==> src/rtl/mux_scan_sequencer_if.sv <==
// rtl/mux_scan_sequencer_if.sv - bus bundle for the mux scan sequencer
//
// Purpose: groups the register-write port, scan control inputs and all
// sequencer outputs so the design and its driver share one definition.
//
// Signals:
//   wr_en      register write strobe
//   wr_addr    register index to write (0=a .. 7=h)
//   wr_data    4-bit write data
//   start      scan request (only honoured when idle)
//   hold       pauses select advance while scanning
//   a .. h     data register outputs feeding the 8:1 mux data inputs
//   s          registered mux select
//   valid      s addresses a channel of the current scan
//   busy       sequencer is scanning or completing
//   done       one-cycle pulse at scan completion
//
// Modports:
//   master     drives writes and control, observes outputs
//   slave      the sequencer itself
interface mux_scan_sequencer_if;
    logic       wr_en;
    logic [2:0] wr_addr;
    logic [3:0] wr_data;
    logic       start;
    logic       hold;

    logic [3:0] a;
    logic [3:0] b;
    logic [3:0] c;
    logic [3:0] d;
    logic [3:0] e;
    logic [3:0] f;
    logic [3:0] g;
    logic [3:0] h;
    logic [2:0] s;
    logic       valid;
    logic       busy;
    logic       done;

    modport master (
        output wr_en, wr_addr, wr_data, start, hold,
        input  a, b, c, d, e, f, g, h, s, valid, busy, done
    );

    modport slave (
        input  wr_en, wr_addr, wr_data, start, hold,
        output a, b, c, d, e, f, g, h, s, valid, busy, done
    );
endinterface

==> src/rtl/mux_scan_sequencer.sv <==
// rtl/mux_scan_sequencer.sv - eight-register bank with a select scan sequencer for a 4-bit 8:1 mux
//
// Purpose: holds eight 4-bit data registers that feed an external 8:1 mux
// and steps the mux select from 0 up to LAST_SEL once per start request,
// with pause (hold), a one-cycle completion pulse and busy indication.
//
// Parameters:
//   LAST_SEL   final select value of a scan (0..7)
//   RESET_VAL  reset value of all eight data registers
//
// Ports:
//   clk        rising-edge clock for all state
//   rst_n      asynchronous active-low reset
//   bus        mux_scan_sequencer_if.slave: write port, start/hold,
//              register outputs a..h, select s, valid, busy, done
module mux_scan_sequencer #(
    parameter logic [2:0] LAST_SEL  = 3'd7,
    parameter logic [3:0] RESET_VAL = 4'h0
) (
    input  logic                  clk,
    input  logic                  rst_n,
    mux_scan_sequencer_if.slave   bus
);

    localparam logic [1:0] ST_IDLE = 2'd0;
    localparam logic [1:0] ST_SCAN = 2'd1;
    localparam logic [1:0] ST_DONE = 2'd2;

    logic [1:0] state_q;
    logic [1:0] state_d;
    logic [2:0] sel_q;
    logic [2:0] sel_d;
    logic [3:0] regs_q [8];

    // Register bank: writes land in any FSM state. A write to the channel
    // currently selected shows the old value this cycle and the new one
    // from the next, since the mux reads the register outputs directly.
    always_ff @(posedge clk or negedge rst_n) begin
        if (!rst_n) begin
            for (int i = 0; i < 8; i++) begin
                regs_q[i] <= RESET_VAL;
            end
        end else if (bus.wr_en) begin
            regs_q[bus.wr_addr] <= bus.wr_data;
        end
    end

    // Scan control. The select is forced to 0 outside SCAN so that IDLE and
    // DONE always present channel 0 with valid low. The increment is only
    // taken below LAST_SEL, so s cannot wrap from 7 back to 0 mid-scan.
    always_comb begin
        state_d = state_q;
        sel_d   = sel_q;
        case (state_q)
            ST_IDLE: begin
                sel_d = 3'd0;
                if (bus.start) begin
                    state_d = ST_SCAN;
                end
            end
            ST_SCAN: begin
                if (!bus.hold) begin
                    if (sel_q == LAST_SEL) begin
                        state_d = ST_DONE;
                        sel_d   = 3'd0;
                    end else begin
                        sel_d = sel_q + 3'd1;
                    end
                end
            end
            ST_DONE: begin
                // Start and hold are both ignored here; completion always
                // returns to IDLE so a held start sees one idle cycle.
                state_d = ST_IDLE;
                sel_d   = 3'd0;
            end
            default: begin
                state_d = ST_IDLE;
                sel_d   = 3'd0;
            end
        endcase
    end

    always_ff @(posedge clk or negedge rst_n) begin
        if (!rst_n) begin
            state_q <= ST_IDLE;
            sel_q   <= 3'd0;
        end else begin
            state_q <= state_d;
            sel_q   <= sel_d;
        end
    end

    assign bus.a = regs_q[0];
    assign bus.b = regs_q[1];
    assign bus.c = regs_q[2];
    assign bus.d = regs_q[3];
    assign bus.e = regs_q[4];
    assign bus.f = regs_q[5];
    assign bus.g = regs_q[6];
    assign bus.h = regs_q[7];

    assign bus.s     = sel_q;
    assign bus.valid = (state_q == ST_SCAN);
    assign bus.busy  = (state_q == ST_SCAN) || (state_q == ST_DONE);
    assign bus.done  = (state_q == ST_DONE);

endmodule

==> src/flat_wrapper.sv <==
// flat-port wrapper written by rule: the top's interface ports become plain ports
module mux_scan_sequencer_flat 
#(
    parameter logic [2:0] LAST_SEL  = 3'd7,
    parameter logic [3:0] RESET_VAL = 4'h0
)
  (clk, rst_n, bus_wr_en, bus_wr_addr, bus_wr_data, bus_start, bus_hold, bus_a, bus_b, bus_c, bus_d, bus_e, bus_f, bus_g, bus_h, bus_s, bus_valid, bus_busy, bus_done);
  mux_scan_sequencer_if bus_i ();
  input  logic clk;
  input  logic rst_n;
  input wire logic [$bits(bus_i.wr_en)-1:0] bus_wr_en;
  input wire logic [$bits(bus_i.wr_addr)-1:0] bus_wr_addr;
  input wire logic [$bits(bus_i.wr_data)-1:0] bus_wr_data;
  input wire logic [$bits(bus_i.start)-1:0] bus_start;
  input wire logic [$bits(bus_i.hold)-1:0] bus_hold;
  output wire logic [$bits(bus_i.a)-1:0] bus_a;
  output wire logic [$bits(bus_i.b)-1:0] bus_b;
  output wire logic [$bits(bus_i.c)-1:0] bus_c;
  output wire logic [$bits(bus_i.d)-1:0] bus_d;
  output wire logic [$bits(bus_i.e)-1:0] bus_e;
  output wire logic [$bits(bus_i.f)-1:0] bus_f;
  output wire logic [$bits(bus_i.g)-1:0] bus_g;
  output wire logic [$bits(bus_i.h)-1:0] bus_h;
  output wire logic [$bits(bus_i.s)-1:0] bus_s;
  output wire logic [$bits(bus_i.valid)-1:0] bus_valid;
  output wire logic [$bits(bus_i.busy)-1:0] bus_busy;
  output wire logic [$bits(bus_i.done)-1:0] bus_done;
  assign bus_i.wr_en = bus_wr_en;
  assign bus_i.wr_addr = bus_wr_addr;
  assign bus_i.wr_data = bus_wr_data;
  assign bus_i.start = bus_start;
  assign bus_i.hold = bus_hold;
  assign bus_a = bus_i.a;
  assign bus_b = bus_i.b;
  assign bus_c = bus_i.c;
  assign bus_d = bus_i.d;
  assign bus_e = bus_i.e;
  assign bus_f = bus_i.f;
  assign bus_g = bus_i.g;
  assign bus_h = bus_i.h;
  assign bus_s = bus_i.s;
  assign bus_valid = bus_i.valid;
  assign bus_busy = bus_i.busy;
  assign bus_done = bus_i.done;
  mux_scan_sequencer #(.LAST_SEL(LAST_SEL), .RESET_VAL(RESET_VAL)) u_core (.clk(clk), .rst_n(rst_n), .bus(bus_i));
endmodule
==> config.mk <==
export PLATFORM = sky130hd
export DESIGN_NAME = mux_scan_sequencer_flat
export DESIGN_NICKNAME = d
export VERILOG_FILES = /design/src/rtl/mux_scan_sequencer_if.sv /design/src/rtl/mux_scan_sequencer.sv /design/src/flat_wrapper.sv
export SDC_FILE = /design/constraint.sdc
export NUM_CORES = 1
export LEC_CHECK = 0
export BUFFER_PORTS_ARGS = -buffer_cell sky130_fd_sc_hd__buf_2
export CORE_MARGIN = 4
export CORE_UTILIZATION = 49
export DETAILED_ROUTE_END_ITERATION = 16
export GPL_ROUTABILITY_DRIVEN = 0
export GPL_TIMING_DRIVEN = 0
export PLACE_DENSITY = 0.86
export SETUP_SLACK_MARGIN = 0.4
export SLEW_MARGIN = 40
export SYNTH_ARGS = -nofsm -noshare
export SYNTH_HDL_FRONTEND = slang
export SYNTH_SLANG_ARGS = --single-unit
==> constraint.sdc <==
create_clock -name clk -period 1.5 [get_ports clk]
set_input_delay 0.075 -clock clk [delete_from_list [all_inputs] [get_ports clk]]
set_output_delay 0.075 -clock clk [all_outputs]
set_load 0.1 [all_outputs]
Yosys cells after proc, flatten, opt, wreduce, memory -nomap -nowiden. Index checks and enable logic that the tools add are counted.

Bits in registers: 37. Output and inout bits: 38.

Add/subtract/negate cells: 1. Equality and inequality tests: 6. Muxes and demuxes: 10. Order comparisons: 2. Bitwise operators: 1. Reductions and logical operators: 4.

Operators with widths (count): bitwise mux 32 bit (1); demux 4 bit (select 3 bit) (1); 2-to-1 mux 3 bit (3); 2-to-1 mux 2 bit (3); >= comparator 4 bit, second input constant (1); < comparator 4 x 1 -> 1 bit, second input constant (1); 2-to-1 mux 4 bit (1); != test 2 bit, second input constant (2); inverter 3 -> 4 bit (1); case mux 2 bit (2 select lines) (1); adder 3 x 1 -> 3 bit, second input constant (1); == test 3 bit, second input constant (1); AND reduction 3 bit (1); == test 2 x 1 -> 1 bit, second input constant (1); == test 2 bit, second input constant (1); logical NOT 2 bit (1); != test 2 x 1 -> 1 bit, second input constant (1); logical AND 1 bit (1); logical OR 1 bit (1).

Longest topological paths before layout.
Word-level depth: 6. Mapped depth: 5. Gate-level depth less buffers: 5.

Worst setup path after synthesis. OpenSTA, ideal clock, no wires.

Path type: register to register. Start point: reg u_core.sel_q[0] (netlist: u_core.bus.s[0]). End point: reg u_core.state_q[1]. Slack: -552 ps. Cell stages (with the launch flop): 6. Clock period less this slack: 2052 ps. Data required time: 1375 ps. Buffers on the path: 0. Arrival time: 1927 ps. Cells stage by stage: dfrtp_1 -> ha_1 -> ha_1 -> nand2b_1 -> a21oi_1 -> mux2_2.

Longest elaborated chain between the ends: 3.

RTL lines: start, declared (line mux_scan_sequencer.sv:31) `logic [2:0] sel_q;`; start signal, assigned (line mux_scan_sequencer.sv:90) `sel_q <= sel_d;`; == test 3 bit (line mux_scan_sequencer.sv:63) `if (sel_q == LAST_SEL) begin`; != test 2 x 1 -> 1 bit (no line); AND reduction 3 bit (no line); end signal, assigned (line mux_scan_sequencer.sv:89) `state_q <= state_d;`; end, declared (line mux_scan_sequencer.sv:29) `logic [1:0] state_q;`.

No other way between the ends. A chain may end at the register's enable or synchronous reset.

Final worst setup path.
Start point: reg u_core.sel_q[1] (netlist: u_core.bus.s[1]). End point: reg u_core.state_q[1].

Same word-level chain as after synthesis.

==> impl_metrics.toml <==
[outcome]
outcome = "finished, final reports clean"

[sta]
clock.fmax_mhz = 727.6
maxSlewViolCount = 0
min_period_ps = 1374
finalClockSkew_ps = 2.822
holdWs_ps = 63.37
rsz0062_at_grt = "true"
fin_tns_setup_ps = 0
worstMarginPinSlew_ps = 454.5
finalHoldViolCount = 0
setup_violations = 0
timing.final.crit_share = 0.9162
relSlewSlack = 0.6970

[floorplanning]
die_w_um = 64.27
start_util = 0.5082
pin_count = 50
fp.dieH_um = 64.27
num_rows = 20
coreArea_sq_um = 3053
dieArea_sq_um = 4131

[route]
drtPass1Iterations = 4
wl_mm = 3.634
drt_iter0_drc = 38
postRouteAntennaNets = 0
drc = 0
via_count = 1085
viasPerCell = 5.094
routedWlPerCell_um = 17.06

[worst_setup_path]
critPathSlowestCell = "dfrtp_4"
crit_top_cell = "ha_4"
r2r_cells = 5
crit_path_max_fanout = 3
cp_slowest_stage_delay_ps = 510
critPathBufInv = 0
required_ps = 1730
endpoint_kind = "register"
startpoint_type = "register"
cp_cell_sequence = "ha_4 > ha_4 > nand2b_4 > a21oi_2 > mux2_4"
worstSetupPathType = "register to register"
critPathTopFamily = "flip-flops"
crit_cells = 5
crit_arrival_ps = 1610

[pwr]
cellPowerDensity_nw_per_um2 = 2190
leakagePower_uw = 0.001032
ir_drop_mv = 2.422

[final_layout]
final.fill_count = 185
post_route_cells_drive_above_1_share = 0.8817
n_antenna_cell = 0
multi_input_area_sq_um = 706.9
final_util = 0.7930
synthToLayoutAreaGrowth_pct = 56.05
regArea_sq_um = 974.7
fin_nets = 187

[flow_run]
maxCapViolations = 0

[global_route]
overflow = 0
grt_pass1_wl_mm = 5.699
grt_max_degree = 38
grt_pass1_vias = 1183
track_usage = 0.1843
antenna_found_initial = 0

[synth]
netlist_area_sq_um = 1551
synth_seq_cells = 37
syn_area_per_cell_sq_um = 15.36
ys_types = 16
yosysWarnings = 0
yosysSeqAreaShare = 0.5968
syn_inst = 101
synth_nets = 119

[clock_network]
clock_sinks = 37
h-tree-depth = 2
path_clk_slew_ps = 100
cts_buffer_depth = 2
clk_latency_ps = 340
cts_root_buffer = "clkbuf_4"
numCtsBuffers = 5
tritoncts = "yes"

[place]
dp_hpwl_mm = 2.492
io_buffers = 49

[min_path]
hold_path.class = "input port to register"
holdPathStages = 3
## area by class of cell
| type | instances | area share |
|---|---|---|
| clock buffers | 7 | 0.02274 |
| inverters | 2 | 0.003101 |
| multi-input cells | 62 | 0.2920 |
| flip-flops and latches | 37 | 0.4026 |
| well taps | 44 | 0.02274 |
| repair buffers | 61 | 0.2568 |
## stage by stage
stage / instance area, sq um / setup WS, ps / std cells / total power (uW)
global placement: 1978 / 108.3 / 194 / 4035
finish: 2421 / 125.6 / 213 / 5302
floorplan: 1678 / -35.38 / 101 / 3771
detailed placement: 1978 / 64.23 / 194 / 4106
global route: 2421 / 95.11 / 213 / 5494
CTS: 2263 / 124.9 / 210 / 5075
## cells by family (layout without fill, tap and decap cells)
family,Yosys count,after routing,synth area share
compound gates,4,4,0.01532
fa+ha+maj,6,6,0.04839
buf+inv,2,70,0.004841
flops,37,37,0.5968
mux,35,35,0.2524
simple gates,17,17,0.08225
## synthesized netlist by cell type
cell	instances	area, sq um
a21oi_1	3	15.01
a311oi_1	1	8.760
dfrtp_1	37	925.9
ha_1	6	75.07
inv_1	2	7.510
mux2_2	33	371.6
mux2i_1	2	20.02
nand2_1	1	3.750
nand2b_1	2	12.51
nand4_1	1	6.260
nand4b_1	3	26.28
nor2_1	1	3.750
nor2b_1	4	25.02
nor3_1	1	5.000
nor3_2	2	20.02
nor3b_2	2	25.02
## sequential cells by signal, indices dropped and copies added (netlist names)
| register | flops |
|---|---|
| u_core.bus.a | 4 |
| u_core.bus.b | 4 |
| u_core.bus.c | 4 |
| u_core.bus.d | 4 |
| u_core.bus.e | 4 |
| u_core.bus.f | 4 |
| u_core.bus.g | 4 |
| u_core.bus.h | 4 |
| u_core.bus.s | 3 |
| u_core.state_q | 2 |
## repair_timing
action / 4_1_cts / 5_1_grt
pin swaps: 1 / 1
gates resized for setup: 56 / 34
hold endpoints to repair: 37 / 0
setup endpoints to repair: 42 / 36
buffers inserted: 8 / 3
hold buffers: 1 / 0
## final timing paths
path / startpoint / to / slack [ps]
min in group asynchronous: rst_n / u_core.bus.c[0] / 230
max in group asynchronous: rst_n / u_core.bus.s[1] / 920
max: u_core.bus.s[1] / u_core.state_q[1] / 130
min: bus_start / u_core.state_q[0] / 60
max reg2reg: u_core.bus.s[1] / u_core.state_q[1] / 130
min reg2reg: u_core.bus.g[0] / u_core.bus.g[0] / 520
## worst min-delay path: stages
cell and delay [ps]:
buf_2 110, nor2_1 110, a311oi_2 70
## power by group
group	leakage, uW	internal, uW	switching [uW]
clock	0.0000314	221	296
sequential	0.000411	1260	169
combinational	0.000590	1040	2310
## routing by layer
| metal | wire length, um | global-route usage | vias to the layer above | part of all wire |
|---|---|---|---|---|
| li1 | - | - | 507 | - |
| met1 | 1323 | 0.1878 | 530 | 0.36 |
| met2 | 2000 | 0.3466 | 39 | 0.55 |
| met3 | 213 | 0.06151 | 9 | 0.059 |
| met4 | 96 | 0.06332 | 0 | 0.026 |
| met5 | 0 | 0 | - | 0 |
## placed cells by master, fill, tap and decap left out, drive strengths merged
master | Yosys | final
a21oi | 3 | 3
a311oi | 1 | 1
buf | 0 | 60
clkbuf | 0 | 7
dfrtp | 37 | 37
dlygate4sd3 | 0 | 1
ha | 6 | 6
inv | 2 | 2
mux2 | 33 | 33
mux2i | 2 | 2
nand2 | 1 | 1
nand2b | 2 | 2
nand4 | 1 | 1
nand4b | 3 | 3
nor2 | 1 | 1
nor2b | 4 | 4
nor3 | 3 | 3
nor3b | 2 | 2
Note: power is estimated with default switching activity, not from simulation.
